### src/rtl/pid_pkg.sv
// Shared helpers for the parametrised PID steering controller:
// saturating clip, default gains and the wheel-speed pair type.
package pid_pkg;

  localparam int DEF_P_COEFF = 5;
  localparam int DEF_D_COEFF = 6;

  // Left/right speeds carried at 32 bits; callers slice to their output width.
  typedef struct packed {
    logic signed [31:0] lft;
    logic signed [31:0] rght;
  } spd_pair_t;

  // Clip a signed value into the range of a w-bit two's complement number.
  function automatic logic signed [31:0] clip_s(input logic signed [31:0] v, input int w);
    logic signed [31:0] hi;
    logic signed [31:0] lo;
    hi = (32'sd1 <<< (w - 1)) - 32'sd1;
    lo = -(32'sd1 <<< (w - 1));
    if (v > hi)
      return hi;
    else if (v < lo)
      return lo;
    else
      return v;
  endfunction

  // Differential drive: forward command plus/minus the steering correction, clipped.
  function automatic spd_pair_t mix_speeds(input logic signed [31:0] fwd,
                                           input logic signed [31:0] pid,
                                           input int w);
    spd_pair_t r;
    r.lft  = clip_s(fwd + pid, w);
    r.rght = clip_s(fwd - pid, w);
    return r;
  endfunction

endpackage

### src/rtl/pid_deriv_hist.sv
// Derivative history: D_DEPTH-deep shift register of accepted error samples
// and the clipped difference between the current sample and the oldest entry.
module pid_deriv_hist
  import pid_pkg::*;
#(
  parameter int SAT_W    = 10,
  parameter int D_DEPTH  = 2,
  parameter int D_DIFF_W = 7
) (
  input  logic                       clk,
  input  logic                       rst,
  input  logic                       clr,
  input  logic                       shift,
  input  logic signed [SAT_W-1:0]    sample,
  output logic signed [D_DIFF_W-1:0] diff
);

  logic signed [SAT_W-1:0] hist [D_DEPTH];
  logic signed [31:0]      diff_full;
  logic signed [31:0]      diff_clip;

  // Shift in a new sample only on accepted samples; clear when the robot stops.
  always_ff @(posedge clk) begin
    if (rst || clr) begin
      for (int i = 0; i < D_DEPTH; i++) hist[i] <= '0;
    end else if (shift) begin
      hist[0] <= sample;
      for (int i = 1; i < D_DEPTH; i++) hist[i] <= hist[i-1];
    end
  end

  // Difference uses the history as it stands before this cycle's shift.
  assign diff_full = 32'(sample) - 32'(hist[D_DEPTH-1]);
  assign diff_clip = clip_s(diff_full, D_DIFF_W);
  assign diff      = diff_clip[D_DIFF_W-1:0];

endmodule

### src/rtl/pid_ctrl_param.sv
// Parametrised PID steering controller: clips the heading error, runs a
// P + I + D correction and mixes it with the forward command into clipped
// left/right wheel speeds, two clocks after each accepted error sample.
module pid_ctrl_param
  import pid_pkg::*;
#(
  parameter int ERR_W    = 12,
  parameter int SAT_W    = 10,
  parameter int FRWRD_W  = 10,
  parameter int SPD_W    = 11,
  parameter int INTG_W   = 16,
  parameter int I_SHIFT  = 4,
  parameter int P_COEFF  = DEF_P_COEFF,
  parameter int D_COEFF  = DEF_D_COEFF,
  parameter int D_DIFF_W = 7,
  parameter int D_DEPTH  = 2
) (
  input  logic                    clk,
  input  logic                    rst,
  input  logic                    moving,
  input  logic                    err_vld,
  input  logic signed [ERR_W-1:0] error,
  input  logic [FRWRD_W-1:0]      frwrd,
  output logic signed [SPD_W-1:0] lft_spd,
  output logic signed [SPD_W-1:0] rght_spd,
  output logic                    out_vld
);

  // Stage 1 registers
  logic signed [SAT_W-1:0]    err_s1;
  logic                       vld_s1;
  logic                       mov_s1;
  logic [FRWRD_W-1:0]         frwrd_s1;

  // Controller state
  logic signed [INTG_W-1:0]   intg;

  // Combinational datapath
  logic signed [31:0]         err_clip;
  logic signed [INTG_W-1:0]   err_ext;
  logic signed [INTG_W-1:0]   intg_sum;
  logic                       intg_ovf;
  logic signed [INTG_W-1:0]   intg_upd;
  logic signed [D_DIFF_W-1:0] d_diff;
  logic signed [31:0]         p_term;
  logic signed [31:0]         i_term;
  logic signed [31:0]         d_term;
  logic signed [31:0]         pid_sum;
  logic signed [31:0]         fwd_ext;
  spd_pair_t                  spd;
  logic                       accept;

  assign err_clip = clip_s(32'(error), SAT_W);
  assign accept   = vld_s1 && mov_s1;

  // Stage 1: capture the clipped error and the qualifying controls.
  always_ff @(posedge clk) begin
    if (rst) begin
      err_s1   <= '0;
      vld_s1   <= 1'b0;
      mov_s1   <= 1'b0;
      frwrd_s1 <= '0;
    end else begin
      err_s1   <= err_clip[SAT_W-1:0];
      vld_s1   <= err_vld;
      mov_s1   <= moving;
      frwrd_s1 <= frwrd;
    end
  end

  pid_deriv_hist #(
    .SAT_W    (SAT_W),
    .D_DEPTH  (D_DEPTH),
    .D_DIFF_W (D_DIFF_W)
  ) u_deriv (
    .clk    (clk),
    .rst    (rst),
    .clr    (!mov_s1),
    .shift  (accept),
    .sample (err_s1),
    .diff   (d_diff)
  );

  // Integrator holds instead of wrapping when the addition overflows.
  assign err_ext  = INTG_W'(err_s1);
  assign intg_sum = intg + err_ext;
  assign intg_ovf = (intg[INTG_W-1] == err_ext[INTG_W-1]) &&
                    (intg_sum[INTG_W-1] != intg[INTG_W-1]);
  assign intg_upd = intg_ovf ? intg : intg_sum;

  // The I term sees the integrator value that includes the current sample.
  assign p_term  = 32'(err_s1) * P_COEFF;
  assign i_term  = 32'(intg_upd) >>> I_SHIFT;
  assign d_term  = 32'(d_diff) * D_COEFF;
  assign pid_sum = p_term + i_term + d_term;
  assign fwd_ext = 32'(signed'({1'b0, frwrd_s1}));
  assign spd     = mix_speeds(fwd_ext, pid_sum, SPD_W);

  // Stage 2: update state and outputs on accepted samples; stopping clears all.
  always_ff @(posedge clk) begin
    if (rst) begin
      intg     <= '0;
      lft_spd  <= '0;
      rght_spd <= '0;
      out_vld  <= 1'b0;
    end else if (!mov_s1) begin
      intg     <= '0;
      lft_spd  <= '0;
      rght_spd <= '0;
      out_vld  <= 1'b0;
    end else if (vld_s1) begin
      intg     <= intg_upd;
      lft_spd  <= spd.lft[SPD_W-1:0];
      rght_spd <= spd.rght[SPD_W-1:0];
      out_vld  <= 1'b1;
    end else begin
      out_vld  <= 1'b0;
    end
  end

endmodule
### config.mk
export PLATFORM = sky130hd
export DESIGN_NAME = pid_ctrl_param
export DESIGN_NICKNAME = d
export VERILOG_FILES = /design/src/rtl/pid_pkg.sv /design/src/rtl/pid_deriv_hist.sv /design/src/rtl/pid_ctrl_param.sv
export SDC_FILE = /design/constraint.sdc
export NUM_CORES = 1
export LEC_CHECK = 0
export BUFFER_PORTS_ARGS = -buffer_cell sky130_fd_sc_hd__buf_2
export CAP_MARGIN = 20
export CORE_MARGIN = 1
export CORE_UTILIZATION = 25
export DETAILED_ROUTE_END_ITERATION = 12
export GPL_TIMING_DRIVEN = 0
export PLACE_DENSITY = 0.4
export SYNTH_ARGS = -nofsm -noshare
export SYNTH_HDL_FRONTEND = slang
export SYNTH_SLANG_ARGS = --single-unit
### constraint.sdc
create_clock -name clk -period 9.63 [get_ports clk]
set_input_delay 1.4445 -clock clk [delete_from_list [all_inputs] [get_ports clk]]
set_output_delay 1.4445 -clock clk [all_outputs]
set_load 0.005 [all_outputs]
* Word level (Yosys, flattened, before mapping)
Memory sizes are Yosys's and may differ from the RTL's. Index checks and enable logic that the tools add are counted.
Storage, ports and cells: word-level logic and storage cells 57, register bits after elaboration 61, memories kept 1, bits in writable memories 20, input port bits 26
Cells by class: $add $sub $neg 6, equal/unequal tests 2, bitwise logic cells 4, multipliers 2, reduce and logical (&&, ||, !) cells 7, muxes and demuxes 17, magnitude comparators 8
Memories:
- u_deriv.hist | words 2, width 10, rd ports 2, clocked after Yosys merged registers in 0, write ports 2, line pid_deriv_hist.sv:18 | logic signed [SAT_W-1:0] hist [D_DEPTH];
Operator list (count):
- $mux 11 | 4
- $gt 17x11->1 const B | 2
- $lt 17x11->1 const B | 2
- $mux 10 | 3
- $add 11x16->17 | 1
- $sub 11x16->17 | 1
- $add 15x11->16 | 1
- $add 16x10->16 | 1
- $mux 16 | 1
- $add 14x12->15 | 1
- $mul 10x4->14 const B | 1
- $mux 7 | 2
- $gt 12x10->1 const B | 1
- $lt 12x10->1 const B | 1
- $gt 11x7->1 const B | 1
- $lt 11x7->1 const B | 1
- $sub 10x10->11 | 1
- $mul 7x3->10 const B | 1
- $mux 9 | 1
- $mux 1 | 6
- $reduce_or 2->1 | 2
- $logic_and 1x1->1 | 2
- $not 1->1 | 2
- $or 1x1->1 | 2
- other kinds (5) | 5

* Depth between registers and ports, before layout
Gate-level depths: netlist of run 1. An unclocked memory read counts as a cell.
depth after elaboration 11, depth in mapped cells 41, gate-level depth less buffers 41

* Modules after synthesis
Synthesis of run 1 repeated with hierarchy kept, for this count alone.
Unflattened totals: cells, all modules 769, area total of the unflattened synthesis 7014.2 µm²
By module, submodules not included:
- pid_ctrl_param | cells each 638, times used 1, area an instance 5626.6 µm², seq. area each 1221.2 µm²
- pid_deriv_hist | cells each 131, times used 1, area an instance 1387.6 µm², seq. area each 600.6 µm²

* Worst setup path after synthesis of run 1
Ideal clock, no wire load.
path kind register -> register, start reg err_s1[0], end reg lft_spd[2], setup slack 1.297 ns, period minus slack after synthesis 8.333 ns, data required time 9.508 ns, buffers on the path 1, arrival time 8.211 ns, cell stages (with the launch flop) 39, library setup time 0.122 ns, cells stage by stage dfxtp_1 inv_1 ha_1 inv_1 fa_1 a21o_1 a21oi_1 o21bai_1 a21o_1 mux2_2 or4_1 nand3_1 o21ai_0 ha_1 ha_1 inv_1 fa_1 inv_1 [3 not listed] fa_1 inv_1 ha_1 fa_1 ha_1 o21ai_0 nand2b_1 a31oi_2 xnor2_1 ha_1 clkbuf_1 nand2_1 o311ai_0 o21ai_0 or4_1 o211ai_2 o32ai_2 a221o_1
Between the ends: longest elaborated chain between the ends 10, elaborated cells on any way between the ends 18, classes of those cells add/sub: 5; mul: 2; order compare: 4; eq/ne: 1; mux: 5; reduce/logical: 1
RTL lines:
- start, declared | line pid_ctrl_param.sv:30 | logic signed [SAT_W-1:0] err_s1;
- start signal, assigned | line pid_ctrl_param.sv:64 | err_s1 <= err_clip[SAT_W-1:0];
- $sub 10x10->11 / $add 16x10->16 (equally long branches) | line pid_deriv_hist.sv:33, pid_ctrl_param.sv:86
- $lt 11x7->1 / $ne 1x1->1 (equally long branches) | line pid_pkg.sv:22, pid_ctrl_param.sv:88
- $mux 7 / $logic_and 1x1->1 (equally long branches) | line pid_pkg.sv:22, pid_ctrl_param.sv:87
- $mux 7 / $mux 16 (equally long branches) | line pid_pkg.sv:20, pid_ctrl_param.sv:89
- $mul 7x3->10 / $add 14x12->15 (equally long branches) | line pid_ctrl_param.sv:94, pid_ctrl_param.sv:95
- $add 15x11->16 * | line pid_ctrl_param.sv:95 | assign pid_sum = p_term + i_term + d_term;
- $add 11x16->17 * | line pid_pkg.sv:33 | r.lft = clip_s(fwd + pid, w);
- $lt 17x11->1 | line pid_pkg.sv:22 | else if (v < lo)
- $mux 11 | line pid_pkg.sv:22
- $mux 11 * | line pid_pkg.sv:20 | if (v > hi)
- end signal, assigned | line pid_ctrl_param.sv:113 | lft_spd <= spd.lft[SPD_W-1:0];
- end, declared | line pid_ctrl_param.sv:24 | output logic signed [SPD_W-1:0] lft_spd,
Mark *: on every way between the ends. The rest lies on a longest branch, timed or not. A chain may end at the register's enable or synchronous reset.

* Final worst setup path of run 1
start reg err_s1[0], end reg rght_spd[7]
Between the ends: longest elaborated chain between the ends 10, elaborated cells on any way between the ends 18, classes of those cells add/sub: 5; mul: 2; order compare: 4; eq/ne: 1; mux: 5; reduce/logical: 1
RTL lines:
- $sub 10x10->11 / $add 16x10->16 (equally long branches) | line pid_deriv_hist.sv:33, pid_ctrl_param.sv:86
- $lt 11x7->1 / $ne 1x1->1 (equally long branches) | line pid_pkg.sv:22, pid_ctrl_param.sv:88
- $mux 7 / $logic_and 1x1->1 (equally long branches) | line pid_pkg.sv:22, pid_ctrl_param.sv:87
- $mux 7 / $mux 16 (equally long branches) | line pid_pkg.sv:20, pid_ctrl_param.sv:89
- $mul 7x3->10 / $add 14x12->15 (equally long branches) | line pid_ctrl_param.sv:94, pid_ctrl_param.sv:95
- $add 15x11->16 * | line pid_ctrl_param.sv:95
- $sub 11x16->17 * | line pid_pkg.sv:34 | r.rght = clip_s(fwd - pid, w);
- $lt 17x11->1 | line pid_pkg.sv:22
- $mux 11 | line pid_pkg.sv:22
- $mux 11 * | line pid_pkg.sv:20
- end signal, assigned | line pid_ctrl_param.sv:114 | rght_spd <= spd.rght[SPD_W-1:0];
- end, declared | line pid_ctrl_param.sv:25 | output logic signed [SPD_W-1:0] rght_spd,
Marks and branches as above.

==> flow_metrics.env, run 1 <==
export IMPL_yosysTopAreaCell="dfxtp_1"
export IMPL_synthesis_area_mm2=0.00700
export IMPL_crit_type="register to register"
export IMPL_synth_async_reset_ratio_pct=0
export IMPL_numCtsBuffers=9
export IMPL_slew_limit_headroom_pct=41.1
export IMPL_synth_top_area_share_pct=17.4
export IMPL_max_slew_worst_pin_slew_ns=0.873
export IMPL_start_util_pct=25.7
export IMPL_clock_latency_ns=0.35
export IMPL_cts_sinks=81
export IMPL_portBuffers=48
export IMPL_critPathLaunch="err_s1[0]"
export IMPL_drt_total_wl_um=19700
export IMPL_die_area_mm2=0.0287
export IMPL_ant_nets=0
export IMPL_crit_top_cell="ha_1"
export IMPL_netlist_instances=803
export IMPL_fp_dieH_um=169
export IMPL_wl_per_cell_um=15.9
export IMPL_area_growth_pct=16.0
export IMPL_hold_violations=0
export IMPL_critPathRequiredTime_ns=9.84
export IMPL_syn_nets=938
export IMPL_diodes=0
export IMPL_htreeDepth=3
export IMPL_ys_seq_elements=81
export IMPL_cts_buffer_depth=2
export IMPL_worstReg2RegStart="err_s1[0]"
export IMPL_synth_edff_count=20
export IMPL_core_area_mm2=0.0273
export IMPL_drv_cap=0
export IMPL_drcViolationCount=0
export IMPL_io_pins=49
export IMPL_hold_path_class="register to register"
export IMPL_yosys_cell_types_count=77
export IMPL_gr_usage_all_layers_pct=14.5
export IMPL_critPathMaxFanout=10
export IMPL_cts_tree="yes"
export IMPL_ys_top_cells_by_count="inv_1, ha_1, dfxtp_1, nand2_1, a21oi_1"
export IMPL_arrival_ns=9.34
export IMPL_hold_start="intg[0]"
export IMPL_drtPass1Iterations=4
export IMPL_status="complete, no violations"
export IMPL_critical_path_slowest_cell="fa_1"
export IMPL_rows=60
export IMPL_end_kind="register"
export IMPL_multi_input_area_mm2=0.00476
export IMPL_post_route_period_util_pct=94.8
export IMPL_grt_max_degree=21
export IMPL_dpl_hpwl_um=15300
export IMPL_gp_congestion=0.808
export IMPL_yosys_warnings=0
export IMPL_ys_seq_area_share_pct=26.0
export IMPL_fin_nets=997
export IMPL_setup_viol=0
export IMPL_area_sequential_mm2=0.00182
export IMPL_cts_root_buffer="clkbuf_16"
export IMPL_grt_pass1_wl_um=32000
export IMPL_drt_initial_drc_count=225
export IMPL_grt_pass1_vias=5845
export IMPL_fin_worst_skew_ns=0.0110
export IMPL_vias_per_cell=4.62
export IMPL_layout_core_utilization_pct=29.8
export IMPL_holdWs_ns=0.469
export IMPL_layout_drive_gt1_share_pct=12.6
export IMPL_post_synth_top_count_cell="inv_1"
export IMPL_dpl_cell_area_mm2=0.00771
export IMPL_rsz0062_at_grt="yes"
export IMPL_n_fill_cell=2902
export IMPL_critPathMaxStageDelay_ns=0.50
export IMPL_fmax_ghz=0.110
export IMPL_via_count=5725
export IMPL_clkTransAtPathRegs_ns=0.06
export IMPL_gr_total_overflow=0
export IMPL_antenna_found_initial=0
export IMPL_syn_area_per_cell_um2=8.72
export IMPL_synthFlopType="dfxtp_1"
export IMPL_synth_area_leaders="dfxtp_1, ha_1, edfxtp_1, fa_1, inv_1"
export IMPL_finalCriticalPeriod_ns=9.13
export IMPL_die_w_um=169
export IMPL_fin_area_mm2=0.00813
export IMPL_start_kind="register"
export IMPL_drv_slew=0
worst max-delay path: cells and delay by family (launching register included):
kind            cells  cell delay (ns)
xor+xnor            2             0.35
buf+inv             6             0.48
mux                 1             0.27
fa+ha+maj          10             3.40
flops               1             0.39
compound gates     14             2.86
simple gates        6             1.22
registers in the layout (all words and copies together), names as in the netlist:
name,cells
mov_s1,1
rght_spd,11
vld_s1,1
intg,16
err_s1,10
u_deriv.hist,20
frwrd_s1,10
out_vld,1
lft_spd,11
cells in the final DEF, fill, tap and decap left out, types with 10 or more instances in the layout:
master,synthesis,final
nor2_1,51,51
ha_1,83,83
nand3_1,15,13
a21oi_1,52,51
nor2b_1,23,23
xor2_1,11,11
xnor2_1,30,29
a21o_1,15,15
buf_2,3,51
clkbuf_16,0,10
a211oi_1,11,10
clkbuf_1,12,14
and3_1,14,14
nand2_1,61,61
inv_1,97,97
o21a_1,15,15
nand2b_1,15,15
o21ai_0,36,34
fa_1,26,26
dfxtp_1,61,59
o211ai_1,15,15
nor3_1,19,19
edfxtp_1,20,20
what timing repair did:
action / CTS / global route
setup endpoints to repair: 18 / 21
buffers inserted: 0 / 1
gates cloned: 0 / 0
hold buffers: 0 / 0
resized for setup: 6 / 13
pin swaps: 0 / 1
stage by stage:
step | setup TNS [ns] | cells | worst slack [ns]
2_1_floorplan | 0 | 803 | 1.30
3_3_place_gp | -4.99 | 1223 | -0.543
3_5_place_dp | -3.29 | 1223 | -0.383
4_1_cts | 0 | 1239 | 0.0348
5_1_grt | -0.247 | 1239 | -0.0326
6_report | 0 | 1239 | 0.502
cells by family (layout without fill, tap and decap cells):
| logic type | Yosys count | in the layout | share of synthesized area [%] |
|---|---|---|---|
| mux | 12 | 12 | 1.80 |
| fa+ha+maj | 110 | 110 | 22.4 |
| simple gates | 232 | 232 | 16.6 |
| flops | 81 | 81 | 26.0 |
| compound gates | 208 | 208 | 20.6 |
| buf+inv | 118 | 182 | 7.18 |
| xor+xnor | 42 | 42 | 5.36 |
routing by layer:
layer,GRT usage [%],part of all wire (%)
met1,19.7,51
met2,23.5,45
met3,2.31,2.3
met4,4.15,1.9
met5,0,0
cell type report:
type,instances,share of cell area [%]
Inverter,97,4.48
Tap cell,372,5.73
Buffer,20,1.66
Multi-Input combinational cell,604,58.5
Clock inverter,1,0.370
Sequential cell,81,22.5
Timing Repair Buffer,49,3.20
Clock buffer,15,3.56
path summary, 6_finish.rpt:
kind         slack, ns  cells past startpoint          end
max               0.50                     39  rght_spd[7]
min               0.47                      2      intg[0]
max reg2reg       0.50                     39  rght_spd[7]
min reg2reg       0.47                      2      intg[0]
Power of run 1 is left out: the tool's default activity adds up to more than one toggle a clock period on the data nets, which glitch-free logic cannot reach.
==> run 2, diff against run 1 <==
CORE_UTILIZATION = 35   (was 25)
PLACE_DENSITY = 0.51   (was 0.4)
==> flow_metrics.env, run 2 (synthesized netlist as in run 1, its figures left out) <==
export IMPL_post_route_period_util_pct=94.7
export IMPL_die_area_mm2=0.0206
export IMPL_via_count=5741
export IMPL_finalCriticalPeriod_ns=9.12
export IMPL_wl_per_cell_um=16.4
export IMPL_fin_area_mm2=0.00800
export IMPL_fp_dieH_um=143
export IMPL_critical_path_slowest_cell="fa_1"
export IMPL_start_util_pct=35.9
export IMPL_htreeDepth=3
export IMPL_cts_sinks=81
export IMPL_start_kind="register"
export IMPL_clock_latency_ns=0.36
export IMPL_portBuffers=48
export IMPL_drtPass1Iterations=5
export IMPL_end_kind="register"
export IMPL_largest_reg_flops=20
export IMPL_drt_total_wl_um=18600
export IMPL_ant_nets=0
export IMPL_drcViolationCount=0
export IMPL_gr_total_overflow=0
export IMPL_crit_type="register to register"
export IMPL_rsz0062_at_grt="no"
export IMPL_final_common_cell="inv_1"
export IMPL_cts_tree="yes"
export IMPL_critPathMaxStageDelay_ns=0.54
export IMPL_arrival_ns=9.36
export IMPL_fin_nets=997
export IMPL_io_pins=49
export IMPL_critPathMaxFanout=8
export IMPL_drv_cap=0
export IMPL_drt_initial_drc_count=221
export IMPL_die_w_um=143
export IMPL_dpl_cell_area_mm2=0.00758
export IMPL_grt_pass1_vias=5769
export IMPL_cts_buffer_depth=2
export IMPL_gp_congestion=0.878
export IMPL_hold_buffers=0
export IMPL_hold_path_class="register to register"
export IMPL_grt_pass1_wl_um=30000
export IMPL_clkTransAtPathRegs_ns=0.07
export IMPL_fmax_ghz=0.110
export IMPL_setup_viol=0
export IMPL_fin_tns_setup_ns=0
export IMPL_regMostFlops="u_deriv.hist"
export IMPL_slew_limit_headroom_pct=29.7
export IMPL_antenna_found_initial=1
export IMPL_numCtsBuffers=9
export IMPL_cts_root_buffer="clkbuf_16"
export IMPL_vias_per_cell=5.07
export IMPL_area_growth_pct=14.3
export IMPL_hold_violations=0
export IMPL_fin_worst_skew_ns=0.0112
export IMPL_mostFrequentLayoutCells="inv_1, ha_1, nand2_1"
export IMPL_max_slew_worst_pin_slew_ns=1.05
export IMPL_gr_usage_all_layers_pct=19.3
export IMPL_largest_registers="u_deriv.hist (20), intg (16)"
export IMPL_layout_drive_gt1_share_pct=13.4
export IMPL_status="complete, no violations"
export IMPL_grt_max_degree=21
export IMPL_core_area_mm2=0.0195
export IMPL_rows=51
export IMPL_dpl_hpwl_um=14400
export IMPL_critPathRequiredTime_ns=9.87
export IMPL_drv_slew=0
-- run 2: cell count changes in the layout (fill, tap and decap cells not counted), moves of 2 or more --
cell      before  now
o21ai_1        4    6
clkbuf_8       6    4
clkbuf_1      14   11
o21ai_0       34   32
inv_6          0    5
-- run 2: cell type report --
class	count	area (µm²)
diodes	1	2.50
repair buffers	49	260
fillers	2001	11500
clock buffers	10	250
well taps	265	332
inverters	97	364
flip-flops and latches	81	1820
clock inverters	6	52.6
multi-input cells	604	4780
plain buffers	20	135
-- run 2: critical path: cells and delay by family, from the launching register on --
family	cells	cell delay, ns
AOI/OAI and AO/OA	14	2.74
and+or+nand+nor	5	1.28
muxes	1	0.27
adders and majority gates	10	3.58
xor gates and xnor gates	2	0.26
buffers and inverters	6	0.50
DFF	1	0.36
-- run 2: metal layers --
metal / GRT usage (%) / wire, µm / share of wire [%]
met4: 4.54 / 261 / 1.4
met3: 4.60 / 647 / 3.5
met2: 33.2 / 8890 / 48
met5: 0 / 0 / 0
met1: 24.1 / 8790 / 47
-- run 2: through the flow --
step,hold WS (ns),cells,setup slack [ns],utilization [%]
after floorplan,0.436,803,1.30,-
after global placement,0.445,1116,-0.368,38.8
after detailed placement,0.450,1116,-0.264,38.8
after CTS,0.459,1132,0.0158,40.4
after global routing,0.482,1132,0.00282,41.0
final,0.468,1133,0.507,41.0
-- run 2: path summary, 6_finish.rpt --
check	from	end	slack, ns	depth (start not counted)
hold / removal	intg[2]	intg[2]	0.47	2
hold reg to reg	intg[2]	intg[2]	0.47	2
setup / recovery	err_s1[0]	lft_spd[8]	0.51	38
setup reg to reg	err_s1[0]	lft_spd[8]	0.51	38
-- run 2: timing repair --
| item | CTS | global route |
|---|---|---|
| buffers inserted | 0 | 1 |
| pin swaps | 0 | 1 |
| cloned | 0 | 0 |
| gates resized for setup | 3 | 20 |
| setup endpoints to repair | 18 | 21 |
Power of run 2 is left out for the same reason.
==> run 3, diff against run 2 <==
HOLD_SLACK_MARGIN = 0.1   (was not set)
clock period = 11.4 ns   (was 9.63 ns; I/O delays follow)
==> flow_metrics.env, run 3 (synthesized netlist as in run 1, its figures left out) <==
export IMPL_status="complete, no violations"
export IMPL_largest_reg_flops=20
export IMPL_grt_pass1_vias=5741
export IMPL_setup_viol=0
export IMPL_gp_congestion=0.878
export IMPL_layout_drive_gt1_share_pct=11.6
export IMPL_portBuffers=48
export IMPL_start_util_pct=35.9
export IMPL_fin_tns_setup_ns=0
export IMPL_max_slew_worst_pin_slew_ns=1.08
export IMPL_gr_usage_all_layers_pct=19.2
export IMPL_critical_path_slowest_cell="or4_1"
export IMPL_via_count=5737
export IMPL_path_buf_inv=4
export IMPL_arrival_ns=10.23
export IMPL_die_area_mm2=0.0206
export IMPL_antenna_found_initial=1
export IMPL_post_route_period_util_pct=87.5
export IMPL_holdWs_ns=0.463
export IMPL_crit_top_cell="ha_1"
export IMPL_fp_dieH_um=143
export IMPL_dpl_hpwl_um=14400
export IMPL_regMostFlops="u_deriv.hist"
export IMPL_n_fill_cell=2020
export IMPL_cts_sinks=81
export IMPL_htreeDepth=3
export IMPL_wl_per_cell_um=16.2
export IMPL_fmax_ghz=0.100
export IMPL_critPathMaxFanout=10
export IMPL_hold_violations=0
export IMPL_rsz0062_at_grt="no"
export IMPL_drv_cap=0
export IMPL_slew_limit_headroom_pct=27.7
export IMPL_finalCriticalPeriod_ns=9.98
export IMPL_hold_path_class="register to register"
export IMPL_crit_type="register to register"
export IMPL_critPathMaxStageDelay_ns=0.57
export IMPL_rows=51
export IMPL_core_area_mm2=0.0195
export IMPL_final_common_cell="inv_1"
export IMPL_fin_nets=997
export IMPL_gr_total_overflow=0
export IMPL_die_w_um=143
export IMPL_start_kind="register"
export IMPL_cts_root_buffer="clkbuf_16"
export IMPL_drt_total_wl_um=18400
export IMPL_numCtsBuffers=9
export IMPL_io_pins=49
export IMPL_cts_tree="yes"
export IMPL_drcViolationCount=0
export IMPL_layout_setup_ws_ns=1.42
export IMPL_fin_worst_skew_ns=0.00962
export IMPL_drt_initial_drc_count=211
export IMPL_drv_slew=0
export IMPL_drtPass1Iterations=4
export IMPL_grt_max_degree=21
export IMPL_clock_latency_ns=0.36
export IMPL_end_kind="register"
export IMPL_hold_buffers=0
export IMPL_grt_pass1_wl_um=29900
export IMPL_clkTransAtPathRegs_ns=0.07
export IMPL_ctsResizeCount=0
export IMPL_critPathRequiredTime_ns=11.65
export IMPL_area_growth_pct=12.5
export IMPL_vias_per_cell=5.06
export IMPL_ant_nets=0
export IMPL_mostFrequentLayoutCells="inv_1, ha_1, nand2_1, dfxtp_1, a21oi_1"
export IMPL_cts_setup_buffers=0
export IMPL_cpLargestDelayFamily="compound AO/OA/AOI/OAI gates"
export IMPL_post_place_ws_ns=1.51
export IMPL_cts_buffer_depth=2
export IMPL_largest_registers="u_deriv.hist (20), intg (16)"
[run 3: layout make-up]
cell class | count | area (µm²) | area share, %
plain buffers | 21 | 139 | 1.76
well taps | 265 | 332 | 4.21
inverters | 97 | 364 | 4.62
clock buffers | 10 | 250 | 3.18
repair buffers | 48 | 240 | 3.05
multi-input cells | 604 | 4680 | 59.4
diodes | 1 | 2.50 | 0.0318
flip-flops and latches | 81 | 1820 | 23.1
clock inverters | 6 | 52.6 | 0.667
[run 3: routing by layer]
metal  GRT usage (%)  wire length, µm  vias up
li1                -                -     2945
met1            24.1             8660     2681
met3            4.60              686       18
met5               0                0        -
met4            4.54              273        0
met2            33.0             8760       93
[run 3: worst paths after layout]
| kind | startpoint | end | slack (ns) | depth (start not counted) |
|---|---|---|---|---|
| worst max-delay path | err_s1[1] | rght_spd[7] | 1.42 | 37 |
| worst max register to register | err_s1[1] | rght_spd[7] | 1.42 | 37 |
| worst min register to register | intg[2] | intg[2] | 0.46 | 2 |
| worst min-delay path | intg[2] | intg[2] | 0.46 | 2 |
[run 3: worst min-delay path, stage by stage (launching register included)]
cell,delay [ns]
dfxtp_1,0.32
nand2_1,0.05
a21oi_1,0.05
[run 3: through the flow]
step / utilization [%] / cell area (µm²) / cells
floorplan: - / 7000 / 803
global placement: 38.8 / 7580 / 1116
detailed placement: 38.8 / 7580 / 1116
CTS: 40.3 / 7880 / 1132
global route: 40.3 / 7880 / 1132
finish: 40.4 / 7880 / 1133
Power of run 3 is left out for the same reason.
